==> src/rtl/div_pkg.sv <==
// Shared types and sizing helpers for the sequential restoring divider.
package div_pkg;

    // Controller states; the encoding is fixed so that waveforms stay readable.
    typedef enum logic [1:0] {
        IDLE = 2'd0,
        RUN  = 2'd1,
        ZDIV = 2'd2,
        DONE = 2'd3
    } state_e;

    // Default operand width and the matching iteration-counter width.
    localparam int DEF_WIDTH = 4;
    localparam int CNT_W     = $clog2(DEF_WIDTH + 1);

    // Counter width needed to hold the value w (the iteration count).
    function automatic int cnt_width(input int w);
        return $clog2(w + 1);
    endfunction

endpackage

==> src/rtl/seq_divider_cla_sub.sv <==
// Combinational N-bit subtractor D = X + ~Y + 1 built on carry-lookahead
// generate/propagate terms; borrow_o is high when X < Y.
module cla_sub #(
    parameter int N = 5
) (
    input  logic [N-1:0] x_i,
    input  logic [N-1:0] y_i,
    output logic [N-1:0] diff_o,
    output logic         borrow_o
);

    logic [N-1:0] g_s;
    logic [N-1:0] p_s;
    logic [N:0]   c_s;

    assign g_s = x_i & ~y_i;
    assign p_s = x_i ^ ~y_i;

    // Lookahead carries: each carry is a sum of products of generate terms
    // and the propagate chain below them, with carry-in fixed at 1.
    always_comb begin
        logic acc_s;
        logic prop_s;
        acc_s  = 1'b0;
        prop_s = 1'b1;
        c_s    = '0;
        c_s[0] = 1'b1;
        for (int i = 0; i < N; i++) begin
            acc_s  = 1'b0;
            prop_s = 1'b1;
            for (int j = i; j >= 0; j--) begin
                acc_s  = acc_s | (prop_s & g_s[j]);
                prop_s = prop_s & p_s[j];
            end
            c_s[i+1] = acc_s | prop_s;
        end
    end

    assign diff_o   = p_s ^ c_s[N-1:0];
    assign borrow_o = ~c_s[N];

endmodule

==> src/rtl/seq_divider.sv <==
// Multi-cycle unsigned restoring divider: one quotient bit per clock using a
// CLA subtractor, with a single-cycle shortcut for a zero divisor.
module seq_divider
    import div_pkg::*;
#(
    parameter int WIDTH = DEF_WIDTH
) (
    input  logic             clk,
    input  logic             rst,
    input  logic             start,
    input  logic [WIDTH-1:0] A,
    input  logic [WIDTH-1:0] B,
    output logic             busy,
    output logic             done,
    output logic [WIDTH-1:0] Q,
    output logic [WIDTH-1:0] R,
    output logic             div_by_zero
);

    localparam int CW = cnt_width(WIDTH);

    state_e           state_q,  state_d;
    logic [WIDTH-1:0] dvd_q,    dvd_d;     // dividend, becomes quotient
    logic [WIDTH-1:0] dvs_q,    dvs_d;     // divisor
    logic [WIDTH:0]   p_q,      p_d;       // partial remainder
    logic [CW-1:0]    cnt_q,    cnt_d;
    logic [WIDTH-1:0] quo_q,    quo_d;
    logic [WIDTH-1:0] rem_q,    rem_d;
    logic             dbz_q,    dbz_d;
    logic             busy_q,   busy_d;
    logic             done_q,   done_d;

    logic [2*WIDTH:0] pd_shift_s;
    logic [WIDTH:0]   p_shift_s;
    logic [WIDTH-1:0] dvd_shift_s;
    logic [WIDTH:0]   trial_s;
    logic             borrow_s;
    logic [WIDTH:0]   p_next_s;
    logic [WIDTH-1:0] dvd_next_s;

    // {P, dividend} shifted left by one; the dividend MSB moves into P.
    assign pd_shift_s  = {p_q, dvd_q} << 1;
    assign p_shift_s   = pd_shift_s[2*WIDTH:WIDTH];
    assign dvd_shift_s = pd_shift_s[WIDTH-1:0];

    cla_sub #(.N(WIDTH + 1)) u_sub (
        .x_i      (p_shift_s),
        .y_i      ({1'b0, dvs_q}),
        .diff_o   (trial_s),
        .borrow_o (borrow_s)
    );

    // Restore on borrow; otherwise keep the difference and record a 1 bit.
    assign p_next_s   = borrow_s ? p_shift_s : trial_s;
    assign dvd_next_s = dvd_shift_s | {{(WIDTH-1){1'b0}}, ~borrow_s};

    // Next-state, datapath and output-register logic for the controller.
    always_comb begin
        state_d = state_q;
        dvd_d   = dvd_q;
        dvs_d   = dvs_q;
        p_d     = p_q;
        cnt_d   = cnt_q;
        quo_d   = quo_q;
        rem_d   = rem_q;
        dbz_d   = dbz_q;
        busy_d  = busy_q;
        done_d  = 1'b0;
        case (state_q)
            IDLE, DONE: begin
                if (start) begin
                    dvd_d   = A;
                    dvs_d   = B;
                    p_d     = '0;
                    cnt_d   = CW'(WIDTH);
                    busy_d  = 1'b1;
                    state_d = (B != '0) ? RUN : ZDIV;
                end else begin
                    busy_d  = 1'b0;
                    state_d = IDLE;
                end
            end
            RUN: begin
                dvd_d = dvd_next_s;
                p_d   = p_next_s;
                cnt_d = cnt_q - CW'(1);
                if (cnt_q == CW'(1)) begin
                    quo_d   = dvd_next_s;
                    rem_d   = p_next_s[WIDTH-1:0];
                    dbz_d   = 1'b0;
                    done_d  = 1'b1;
                    busy_d  = 1'b0;
                    state_d = DONE;
                end else begin
                    busy_d  = 1'b1;
                    state_d = RUN;
                end
            end
            ZDIV: begin
                quo_d   = '1;
                rem_d   = dvd_q;
                dbz_d   = 1'b1;
                done_d  = 1'b1;
                busy_d  = 1'b0;
                state_d = DONE;
            end
            default: begin
                busy_d  = 1'b0;
                state_d = IDLE;
            end
        endcase
    end

    // State and datapath registers with synchronous reset taking priority.
    always_ff @(posedge clk) begin
        if (rst) begin
            state_q <= IDLE;
            dvd_q   <= '0;
            dvs_q   <= '0;
            p_q     <= '0;
            cnt_q   <= '0;
            quo_q   <= '0;
            rem_q   <= '0;
            dbz_q   <= 1'b0;
            busy_q  <= 1'b0;
            done_q  <= 1'b0;
        end else begin
            state_q <= state_d;
            dvd_q   <= dvd_d;
            dvs_q   <= dvs_d;
            p_q     <= p_d;
            cnt_q   <= cnt_d;
            quo_q   <= quo_d;
            rem_q   <= rem_d;
            dbz_q   <= dbz_d;
            busy_q  <= busy_d;
            done_q  <= done_d;
        end
    end

    assign busy        = busy_q;
    assign done        = done_q;
    assign Q           = quo_q;
    assign R           = rem_q;
    assign div_by_zero = dbz_q;

endmodule
==> config.mk <==
export PLATFORM = sky130hd
export DESIGN_NAME = seq_divider
export DESIGN_NICKNAME = d
export VERILOG_FILES = /design/src/rtl/div_pkg.sv /design/src/rtl/seq_divider_cla_sub.sv /design/src/rtl/seq_divider.sv
export SDC_FILE = /design/constraint.sdc
export NUM_CORES = 1
export LEC_CHECK = 0
export BUFFER_PORTS_ARGS = -buffer_cell sky130_fd_sc_hd__buf_2
export CORE_UTILIZATION = 50
export DETAILED_ROUTE_END_ITERATION = 16
export GPL_TIMING_DRIVEN = 0
export PLACE_DENSITY = 0.84
export SLEW_MARGIN = 20
export SYNTH_ARGS = -nofsm -noshare
export SYNTH_HDL_FRONTEND = slang
export SYNTH_SLANG_ARGS = --single-unit
==> constraint.sdc <==
create_clock -name clk -period 1.75 [get_ports clk]
set_input_delay 0.0875 -clock clk [delete_from_list [all_inputs] [get_ports clk]]
set_output_delay 0.0875 -clock clk [all_outputs]
set_load 0.02 [all_outputs]
==> impl_results.md <==
* Io pins at 22
* Post-Layout Cell Count at 233
* Initial antenna violation count at 0
* Slowest cell on crit path: dfxtp_4
* Core area at 2730 µm²
* Slowest stage delay, CP at 390 ps
* Number of library cell types mapped by synthesis at 37
* Vias in the first global route at 1303
* Ys Warns at 0
* Top delay family on crit path: compound AO/OA/AOI/OAI gates
* Final worst-path cycle share at 1.06
* TritonCTS Buffers at 3
* Critical Path RT at 1960 ps
* Setup WS pre-CTS at -161 ps
* Crit-path cells: ha_4, buf_4, or2_2, o211ai_1, mux2i_4, o21ai_2, a21oi_2
* Via count at 1359
* Maximum vdd ir drop at 845 µV
* Failing checks: setup timing
* First-pass GRT wire length at 5660 µm
* PortBufs at 19
* Endpoint class of the critical path: register
* Worst skew pair latency at 340 ps
* DR iter-0 viols at 82
* Drt pass-1 iters at 4
* Status: finished, violations left
* H-tree level count at 1
* Hold Fails Final Rpt at 0
* CTS tree: yes
* Worst-path fanout max at 4
* Dpl hpwl at 2320 µm
* Commonest non-fill, non-tap cell in the layout: dfxtp_1
* CP Launch Type: register
* Placed cell count at 221
* Headroom to the max-slew limit at 0.619
* Highest Clock Rate at 540 MHz
* Total Routing Usage GR at 0.233
* Final Critical Period at 1850 ps
* Min setup slack post-route at -102 ps
* Mapped Area at 1430 µm²
* Mapped Avg Cell Area at 8.38 µm²
* DIE WIDTH at 55.5 µm
* WP buf/inv at 1
* Crit path kind: reg -> reg
* Ant diodes at 0
* Vert. Die Dim at 55.5 µm
* Post-placement cell area at 1580 µm²
* Syn-to-layout area delta at 25.2%
* Routed len/inst at 15.4 µm
* Max-slew violation count at 0
* Clk buf depth at 2
* Largest net degree at the start of global routing at 17
* Grt ovf at 0
* Clk pin slew, worst setup/hold paths at 160 ps
* Initial core utilization at 0.524
* # clock sinks at 28
* Post-synthesis net count at 191
* FF-to-FF setup slack at -100 ps
* Detailed-route vias per instance at 5.83
* Most frequent cells in the layout: dfxtp_1, buf_2, nor2_1
* Die area at 3080 µm²
* HP Class: in -> reg
* Synthesized instance count at 171
* Final Skew at 10.1 ps
* Routability cong. at 0.814
* Fill cells at 231
* # DRC at 0
* Row Count at 19
* Sequential share of the synthesized area at 0.391
* Nets at 223
* Yosys reg bits at 28
* RSZ-0062 raised after global routing: yes
* Max_cap viols at 0
* Post-route ant nets at 0
* WL final at 3600 µm
* Endpoints failing setup at 9
* Leakage power at 0.729 nW
* PwrDens at 921 nW/µm²
* Layout cells sized above 1 at 0.282
* Arrival time of the worst setup path at 2070 ps
* Worst-Margin Slew at 572 ps
* Design Area, Final at 1790 µm²
* Root Driver: clkbuf_4
power by group:
group          internal [mW]  switching, mW  leakage (nW)
logic                  0.237          0.266         0.469
registers              0.681         0.0389         0.232
clock network          0.232          0.197        0.0279
path summary, 6_finish.rpt:
| kind | from | end | cells after the start |
|---|---|---|---|
| worst max-delay path | p_q[1] | R[2] | 7 |
| worst min-delay path | B[3] | dvs_q[3] | 3 |
| worst min register to register | dvs_q[1] | dvs_q[1] | 2 |
| worst max register to register | p_q[1] | R[2] | 7 |
flip-flops by register name, indices dropped and copies added, names as in the netlist:
| register | flops |
|---|---|
| R | 4 |
| busy | 1 |
| Q | 4 |
| div_by_zero | 1 |
| p_q | 4 |
| dvd_q | 4 |
| dvs_q | 4 |
| cnt_q | 3 |
| state_q | 2 |
| done | 1 |
timing repair:
action                                  4_1_cts  5_1_grt
gates resized for setup                      13       13
buffers inserted                              5        2
gates cloned                                  0        0
endpoints found under the setup margin        9       10
pin swaps                                     5        7
hold buffers                                  2        0
endpoints found under the hold margin         2        0
through the flow:
step                      TNS, ps  utilization  hold WS [ps]  total power, mW
after floorplan                 0            -           235             1.02
after global placement       -624        0.578           356             1.10
after detailed placement     -771        0.578           360             1.11
after CTS                    -279        0.632          10.5             1.58
after global routing        -1120        0.656          9.22             1.72
final                        -317        0.656          25.9             1.65
layout make-up:
cell class	instances	area, µm²	area share
multi-input combinational	120	872	0.486
sequential	28	569	0.318
timing repair buffer	28	168	0.0935
inverter	14	52.6	0.0293
buffer	8	40.0	0.0223
tap	31	38.8	0.0216
clock inverter	1	30.0	0.0167
clock buffer	3	22.5	0.0126
worst min-delay path, stage by stage:
cell	delay, ps
buf_2	110
nand3_1	70
a21oi_1	60
synth_stat cells, drive strengths merged:
library cell / count / area [µm²]
a211oi: 9 / 72.6
a21o: 1 / 7.51
a21oi: 16 / 80.1
a221oi: 1 / 15.0
a22o: 2 / 17.5
a22oi: 1 / 7.51
a31oi: 1 / 6.26
a32o: 1 / 10.0
a32oi: 1 / 8.76
and2b: 1 / 7.51
buf: 3 / 20.0
clkbuf: 6 / 22.5
dfxtp: 28 / 561
ha: 9 / 113
inv: 14 / 52.6
mux2i: 4 / 40.0
nand2: 10 / 37.5
nand2b: 3 / 18.8
nand3: 5 / 25.0
nand3b: 1 / 11.3
nor2: 19 / 71.3
nor3: 7 / 35.0
nor3b: 1 / 7.51
nor4: 1 / 6.26
o211ai: 2 / 15.0
o21a: 5 / 37.5
o21ai: 5 / 25.0
o22ai: 6 / 37.5
o2bb2ai: 1 / 8.76
o31a: 1 / 8.76
o31ai: 3 / 22.5
or2: 1 / 6.26
xnor2: 2 / 17.5
routing by layer:
metal | GRT usage | routed length [µm] | vias up
met4 | 0.100 | 109 | 0
met3 | 0.0515 | 159 | 8
li1 | - | - | 671
met1 | 0.266 | 1550 | 630
met5 | 0 | 0 | -
met2 | 0.413 | 1780 | 50
kinds of logic (layout without fill, tap and decap cells):
logic type,Yosys count,in the layout,synth area share
adders and majority gates,9,9,0.0786
and+or+nand+nor,49,49,0.158
muxes,4,4,0.0279
DFF,28,28,0.391
xor gates and xnor gates,2,2,0.0122
buffers and inverters,23,54,0.0664
AOI/OAI and AO/OA,56,56,0.266
Power figures use the tool's default switching activity.
